===== config.mk =====
export PLATFORM = sky130hd
export DESIGN_NAME = pipe_hazard_ctrl_flat
export DESIGN_NICKNAME = d
export VERILOG_FILES = /design/src/rtl/pipe_hazard_ctrl_if.sv /design/src/rtl/pipe_hazard_ctrl.sv /design/src/flat_wrapper.sv
export SDC_FILE = /design/constraint.sdc
export NUM_CORES = 1
export LEC_CHECK = 0
export CAP_MARGIN = 10
export CORE_MARGIN = 1.5
export CORE_UTILIZATION = 33
export CTS_CLUSTER_DIAMETER = 100
export CTS_CLUSTER_SIZE = 14
export DETAILED_ROUTE_END_ITERATION = 10
export GPL_ROUTABILITY_DRIVEN = 1
export GPL_TIMING_DRIVEN = 0
export PLACE_DENSITY = 0.85
export SKIP_LAST_GASP = 1
export SLEW_MARGIN = 5
export SYNTH_ARGS = -nofsm -noshare
export SYNTH_HDL_FRONTEND = slang
export SYNTH_SLANG_ARGS = --single-unit
export TNS_END_PERCENT = 30

===== constraint.sdc =====
create_clock -name clk -period 3.3 [get_ports clk]
set_input_delay 0.33 -clock clk [delete_from_list [all_inputs] [get_ports clk]]
set_output_delay 0.33 -clock clk [all_outputs]
set_load 0.1 [all_outputs]

===== src/rtl/pipe_hazard_ctrl_if.sv =====
// Hazard-control bundle between the pipeline datapath and pipe_hazard_ctrl.
// master = pipeline/bench side driving stage info, slave = the hazard controller.
interface pipe_hazard_ctrl_if;
  logic [4:0]  D_rs1;
  logic [4:0]  D_rs2;
  logic        D_use_rs1;
  logic        D_use_rs2;
  logic [4:0]  E_rd;
  logic [4:0]  E_op;
  logic        E_use_rd;
  logic        jb;
  logic        M_mem_req;
  logic        dmem_ready;
  logic        F_stall;
  logic        D_stall;
  logic        E_stall;
  logic        M_stall;
  logic        D_flush;
  logic        E_flush;
  logic        timeout_err;
  logic [31:0] stall_cycles;
  logic [31:0] flush_count;

  modport master (
    output D_rs1, D_rs2, D_use_rs1, D_use_rs2, E_rd, E_op, E_use_rd, jb,
           M_mem_req, dmem_ready,
    input  F_stall, D_stall, E_stall, M_stall, D_flush, E_flush, timeout_err,
           stall_cycles, flush_count
  );

  modport slave (
    input  D_rs1, D_rs2, D_use_rs1, D_use_rs2, E_rd, E_op, E_use_rd, jb,
           M_mem_req, dmem_ready,
    output F_stall, D_stall, E_stall, M_stall, D_flush, E_flush, timeout_err,
           stall_cycles, flush_count
  );
endinterface


===== src/rtl/pipe_hazard_ctrl.sv =====
// Stall/flush sequencer for the 5-stage RV32 pipeline with dmem timeout trap.
// Optional perf counters enabled by defining PIPE_CTRL_PERF_EN.
module pipe_hazard_ctrl #(
  parameter logic [4:0] LOAD_OP  = 5'b00000,
  parameter int         MAX_WAIT = 16
) (
  input logic               clk,
  input logic               rst,
  pipe_hazard_ctrl_if.slave bus
);
  localparam int CNT_W = $clog2(MAX_WAIT + 1);
  localparam logic [CNT_W-1:0] LAST_CNT = CNT_W'(MAX_WAIT - 1);

  localparam logic [1:0] RUN   = 2'd0;
  localparam logic [1:0] DWAIT = 2'd1;
  localparam logic [1:0] ERR   = 2'd2;

  logic [1:0]       state;
  logic [1:0]       state_nxt;
  logic [CNT_W-1:0] wait_cnt;
  logic [CNT_W-1:0] wait_cnt_nxt;

  logic dwait;
  logic lu;
  logic stall_all;
  logic jb_flush;
  logic lu_bubble;

  assign dwait = bus.M_mem_req && !bus.dmem_ready;
  assign lu    = (bus.E_op == LOAD_OP) && bus.E_use_rd && (bus.E_rd != 5'd0) &&
                 ((bus.D_use_rs1 && (bus.D_rs1 == bus.E_rd)) ||
                  (bus.D_use_rs2 && (bus.D_rs2 == bus.E_rd)));

  // Outputs are forced low while rst is high so a mid-wait reset releases the pipe at once.
  always_comb begin
    stall_all = 1'b0;
    jb_flush  = 1'b0;
    lu_bubble = 1'b0;
    if (!rst) begin
      if (state == ERR || dwait) stall_all = 1'b1;
      else if (bus.jb)           jb_flush  = 1'b1;
      else if (lu)               lu_bubble = 1'b1;
    end
  end

  assign bus.F_stall     = stall_all | lu_bubble;
  assign bus.D_stall     = stall_all | lu_bubble;
  assign bus.E_stall     = stall_all;
  assign bus.M_stall     = stall_all;
  assign bus.D_flush     = jb_flush;
  assign bus.E_flush     = jb_flush | lu_bubble;
  assign bus.timeout_err = (state == ERR) && !rst;

  // Counter holds the number of consecutive wait cycles already seen.
  always_comb begin
    state_nxt    = state;
    wait_cnt_nxt = wait_cnt;
    case (state)
      RUN: begin
        if (dwait) begin
          wait_cnt_nxt = CNT_W'(1);
          state_nxt    = (MAX_WAIT <= 1) ? ERR : DWAIT;
        end
      end
      DWAIT: begin
        if (!dwait) begin
          state_nxt    = RUN;
          wait_cnt_nxt = '0;
        end else begin
          wait_cnt_nxt = wait_cnt + CNT_W'(1);
          if (wait_cnt >= LAST_CNT) state_nxt = ERR;
        end
      end
      ERR: begin
        state_nxt = ERR;
      end
      default: begin
        state_nxt    = RUN;
        wait_cnt_nxt = '0;
      end
    endcase
  end

  always_ff @(posedge clk or posedge rst) begin
    if (rst) begin
      state    <= RUN;
      wait_cnt <= '0;
    end else begin
      state    <= state_nxt;
      wait_cnt <= wait_cnt_nxt;
    end
  end

`ifdef PIPE_CTRL_PERF_EN
  function automatic logic [31:0] sat_inc(input logic [31:0] v);
    return (v == 32'hFFFF_FFFF) ? v : v + 32'd1;
  endfunction

  logic [31:0] stall_cnt;
  logic [31:0] flush_cnt;

  always_ff @(posedge clk or posedge rst) begin
    if (rst) begin
      stall_cnt <= 32'd0;
      flush_cnt <= 32'd0;
    end else begin
      if (bus.F_stall) stall_cnt <= sat_inc(stall_cnt);
      if (bus.E_flush) flush_cnt <= sat_inc(flush_cnt);
    end
  end

  assign bus.stall_cycles = stall_cnt;
  assign bus.flush_count  = flush_cnt;
`else
  assign bus.stall_cycles = 32'd0;
  assign bus.flush_count  = 32'd0;
`endif
endmodule


===== src/flat_wrapper.sv =====
// flat-port wrapper written by rule: the top's interface ports become plain ports
module pipe_hazard_ctrl_flat 
#(
  parameter logic [4:0] LOAD_OP  = 5'b00000,
  parameter int         MAX_WAIT = 16
)
  (clk, rst, bus_D_rs1, bus_D_rs2, bus_D_use_rs1, bus_D_use_rs2, bus_E_rd, bus_E_op, bus_E_use_rd, bus_jb, bus_M_mem_req, bus_dmem_ready, bus_F_stall, bus_D_stall, bus_E_stall, bus_M_stall, bus_D_flush, bus_E_flush, bus_timeout_err, bus_stall_cycles, bus_flush_count);
  pipe_hazard_ctrl_if bus_i ();
  input logic clk;
  input logic rst;
  input wire logic [$bits(bus_i.D_rs1)-1:0] bus_D_rs1;
  input wire logic [$bits(bus_i.D_rs2)-1:0] bus_D_rs2;
  input wire logic [$bits(bus_i.D_use_rs1)-1:0] bus_D_use_rs1;
  input wire logic [$bits(bus_i.D_use_rs2)-1:0] bus_D_use_rs2;
  input wire logic [$bits(bus_i.E_rd)-1:0] bus_E_rd;
  input wire logic [$bits(bus_i.E_op)-1:0] bus_E_op;
  input wire logic [$bits(bus_i.E_use_rd)-1:0] bus_E_use_rd;
  input wire logic [$bits(bus_i.jb)-1:0] bus_jb;
  input wire logic [$bits(bus_i.M_mem_req)-1:0] bus_M_mem_req;
  input wire logic [$bits(bus_i.dmem_ready)-1:0] bus_dmem_ready;
  output wire logic [$bits(bus_i.F_stall)-1:0] bus_F_stall;
  output wire logic [$bits(bus_i.D_stall)-1:0] bus_D_stall;
  output wire logic [$bits(bus_i.E_stall)-1:0] bus_E_stall;
  output wire logic [$bits(bus_i.M_stall)-1:0] bus_M_stall;
  output wire logic [$bits(bus_i.D_flush)-1:0] bus_D_flush;
  output wire logic [$bits(bus_i.E_flush)-1:0] bus_E_flush;
  output wire logic [$bits(bus_i.timeout_err)-1:0] bus_timeout_err;
  output wire logic [$bits(bus_i.stall_cycles)-1:0] bus_stall_cycles;
  output wire logic [$bits(bus_i.flush_count)-1:0] bus_flush_count;
  assign bus_i.D_rs1 = bus_D_rs1;
  assign bus_i.D_rs2 = bus_D_rs2;
  assign bus_i.D_use_rs1 = bus_D_use_rs1;
  assign bus_i.D_use_rs2 = bus_D_use_rs2;
  assign bus_i.E_rd = bus_E_rd;
  assign bus_i.E_op = bus_E_op;
  assign bus_i.E_use_rd = bus_E_use_rd;
  assign bus_i.jb = bus_jb;
  assign bus_i.M_mem_req = bus_M_mem_req;
  assign bus_i.dmem_ready = bus_dmem_ready;
  assign bus_F_stall = bus_i.F_stall;
  assign bus_D_stall = bus_i.D_stall;
  assign bus_E_stall = bus_i.E_stall;
  assign bus_M_stall = bus_i.M_stall;
  assign bus_D_flush = bus_i.D_flush;
  assign bus_E_flush = bus_i.E_flush;
  assign bus_timeout_err = bus_i.timeout_err;
  assign bus_stall_cycles = bus_i.stall_cycles;
  assign bus_flush_count = bus_i.flush_count;
  pipe_hazard_ctrl #(.LOAD_OP(LOAD_OP), .MAX_WAIT(MAX_WAIT)) u_core (.clk(clk), .rst(rst), .bus(bus_i));
endmodule

==> flow_results.org <==
** Worst setup path
- At the worst endpoint, the arrival time is 2840 ps.
- R2r worst-path depth :: 5
- Crit Path Category :: in -> out
- Data on the critical path is required at its endpoint by 2970 ps.
- The worst register-to-register path has a setup slack of 1830 ps.
- In this run the critical register-to-register path is launched from u_core.wait_cnt[0].
- The worst setup path is launched from an input port.
- The endpoint identified for the worst register-to-register timing path is u_core.state[1].
- Worst Setup End Kind :: output port
- Largest fanout on the critical path :: 3

** GRT
- The via count of the first global-routing pass was 742.
- Antenna violations before repair :: 0
- The layer flagged by global routing as most heavily used is met2.
- For this run, global-route usage on met3 was measured as 0.05895.
- Met2 track utilization from global routing :: 0.2433
- Pin count of the biggest net entering global routing :: 8
- GRT Residual Overflow :: 0
- The first global-routing pass estimated 3.222 mm of wire.
- Met1 global-route usage :: 0.1085
- Across every metal layer, demand over resource in global routing totals 0.1211.

** Synth
- The post-synthesis compound-gate area fraction is 0.07355.
- Of the post-synthesis cell area, the dominant cell type holds 0.4698.
- Dominant synthesized flop cell :: sky130_fd_sc_hd__dfrtp_1
- Flip-flop and latch count after synthesis :: 7
- Post-synthesis instance area :: 1055 sq um
- Most used standard cell by instance count after synthesis :: sky130_fd_sc_hd__buf_4
- Of the total synthesized cell area, the portion taken by AND, OR, NAND and NOR gates is 0.1518.
- Xor/xnor cell area share of the yosys netlist :: 0.09134
- Area share of fa/ha/maj cells after synthesis :: 0.02372
- Leading cell types by count after synthesis :: sky130_fd_sc_hd__buf_4 (66), sky130_fd_sc_hd__xor2_1 (9), sky130_fd_sc_hd__dfrtp_1 (7), sky130_fd_sc_hd__nor2_1 (7)
- Yosys attributes the largest share of cell area to sky130_fd_sc_hd__buf_4 (47%), sky130_fd_sc_hd__dfrtp_1 (17%), sky130_fd_sc_hd__xor2_1 (7.5%).
- Number of enable-type register cells in the synthesized netlist :: 0
- Main combinational cell family by area after synthesis :: buffers and inverters
- Share of the yosys chip area belonging to registers :: 0.1661
- Number of standard cells after synthesis :: 130
- Post-Synthesis Mean Instance Area :: 8.114 sq um
- Measured against the total synthesized area, the mux share comes to 0.009490.
- Number of synthesis warnings :: 0
- Post-synth ARST share :: 1.000
- Most area-hungry cell type in the Yosys netlist :: sky130_fd_sc_hd__buf_4
- Synth unique cells :: 29

** Final layout
- Of the cells placed in the final design, the portion with a size suffix greater than 1 is 0.3074.
- The number of antenna diodes in the final layout is 0.
- Cell Count, Final, Fillers Out :: 275
- For this run, the post-layout net count is 262.
- The area growth from synthesis to layout is 62.63%.

** STA
- Post-route worst hold slack :: 437.9 ps
- Highest clock rate :: 315.4 MHz
- At the pin with the least slew margin, the transition time is 988.4 ps.
- Setup skew after layout :: 2.014 ps
- Part of the cycle the worst path needs :: 0.9609
- Hold violation count in the final report :: 0
- Setup violations remaining at the end of the flow were counted as 0.
- Counting I/O delays and the setup requirement, the final critical path takes 3171 ps.
- Number of max-slew violations in the final report :: 0
- RSZ-0062 raised after global routing :: yes
- Measured against its own limit, the worst slew margin works out to 0.3390.

** Clock network
- At the later pin of the worst-skew pair, clock insertion delay measures 250 ps.
- TritonCTS built the clock tree.
- In this run the number of H-tree levels came out at 1.
- For this design, the sink count on the clock tree is 7.
- TritonCTS created 3 clock buffers.
- Clock-pin slew was measured on the worst setup and hold paths at 50 ps.
- In this run the deepest clock path goes through 2 buffers.
- CTS placed an instance of sky130_fd_sc_hd__clkbuf_4 at the clock tree root.

** Routing
- Summing over every cut layer, the via total after detailed routing is 952.
- Via density per instance :: 3.462
- In the final routed layout, each cell accounts on average for 8.164 microns.
- In this run, the number of DRC markers left after iteration 0 of detailed routing was 15.
- After detailed routing, the number of remaining DRC violations is 0.
- Overall routed net length :: 2.245 mm
- Count of antenna-violating nets left after detailed routing :: 0
- Before antenna repair, the detailed router went through 4 iterations.

** Placement
- Total instance count after detailed placement :: 271
- The congestion estimate from routability-driven global placement came to 0.7392.
- During placement, the flow inserted port buffers numbering 34.
- Once detailed placement completed, the half-perimeter wirelength came to 2.056 mm.

** Floorplan
- The initialized floorplan defines 20 standard-cell rows.
- The die is 59.54 microns wide.
- Measured along the y axis, the die boundary spans 59.54 microns.
- For this configuration, the core starts out at a cell density of 0.3455.
- Core Area :: 3053 sq um
- 99 I/O pins were placed.
- Area enclosed by the die boundary :: 3544 sq um

** Run status
- The run finished with clean final reports.

** Pwr
- Across the VDD grid, the largest voltage drop is 0.2040 mV.
- In this run the power density over the cells is 365.5 nW/um^2.
- Leakage :: 0.9610 nW

** Flow run
- Reported max-cap violation count :: 0

** Hold path
- The worst hold path belongs to the class in -> async.
layout by cell type, fill, tap and decap left out, types with 2 or more instances in the layout:
cell	count
sky130_fd_sc_hd__xor2_1	9
sky130_fd_sc_hd__inv_1	3
sky130_fd_sc_hd__conb_1	64
sky130_fd_sc_hd__and3_1	2
sky130_fd_sc_hd__nand2_1	4
sky130_fd_sc_hd__o22ai_1	2
sky130_fd_sc_hd__nor3_1	2
sky130_fd_sc_hd__o21ai_0	4
sky130_fd_sc_hd__dfrtp_1	7
sky130_fd_sc_hd__nor4_1	3
sky130_fd_sc_hd__nor2_1	7
sky130_fd_sc_hd__nor2b_1	2
sky130_fd_sc_hd__ha_1	2
sky130_fd_sc_hd__clkdlybuf4s50_1	33
sky130_fd_sc_hd__clkbuf_4	3
sky130_fd_sc_hd__xnor2_1	2
sky130_fd_sc_hd__buf_4	66
layout make-up:
class                           count  area [sq um]
Multi-Input combinational cell    117         609.3
Buffer                             66         495.5
Tap cell                           44         55.05
Sequential cell                     7         175.2
Timing Repair Buffer               34         342.8
Inverter                            3         11.26
Clock buffer                        4         26.28
Fill cell                         299          1338
cell families after synthesis:
group | count (synthesis)
buffers and inverters | 69
DFF | 7
adders and majority gates | 2
and+or+nand+nor | 28
muxes | 1
xor gates and xnor gates | 11
AOI/OAI and AO/OA | 11
other | 1
power by group:
group / leakage, nW / internal [W] / switching (W)
Clock: 0.0150 / 0.0000460 / 0.0000293
Combinational: 0.855 / 0.0000955 / 0.000369
Sequential: 0.0915 / 0.0000867 / 0.000000864
Total: 0.961 / 0.000228 / 0.000399
what timing repair did:
action | CTS | global route
setup buffers | 0 | 0
setup endpoints to repair | 0 | 2
hold buffers | 0 | 0
gates resized for setup | 0 | 1
state kept, by name, indices dropped and copies added, names as in the netlist:
register,flops
u_core.wait_cnt,5
u_core.state,2
how the worst max path moves through the flow:
stage | startpoint | end | slack, ps
floorplan | bus_E_rd[3] | bus_F_stall | 60
global placement | bus_E_rd[3] | bus_F_stall | 10
detailed placement | bus_E_rd[3] | bus_F_stall | 30
CTS | bus_E_rd[3] | bus_F_stall | 30
global route | bus_E_rd[3] | bus_D_stall | -10
finish | bus_E_rd[3] | bus_D_stall | 130
through the flow:
step	TNS, ps	worst slack [ps]	utilization	instance area (sq um)	total power [W]
after floorplan	0	63.38	-	1291	0.0005037
after global placement	0	11.16	0.5525	1687	0.0005488
after detailed placement	0	28.83	0.5525	1687	0.0005504
after CTS	0	28.83	0.5611	1713	0.0006282
after global routing	-12.30	-12.30	0.5619	1715	0.0006475
final	0	129.1	0.5619	1715	0.0006270
critical path, cell delays in order:
cell and delay, ps:
sky130_fd_sc_hd__clkdlybuf4s50_1 460, sky130_fd_sc_hd__xor2_1 190, sky130_fd_sc_hd__nor4_1 300, sky130_fd_sc_hd__a32oi_1 180
sky130_fd_sc_hd__o22ai_1 200, sky130_fd_sc_hd__clkdlybuf4s50_1 1180
layer usage:
layer / up-vias / part of all wire
met3: 0 / 0.15
met5: - / 0
met4: 0 / 0
met1: 400 / 0.32
met2: 52 / 0.53
li1: 500 / -
Power figures use the tool's default switching activity.
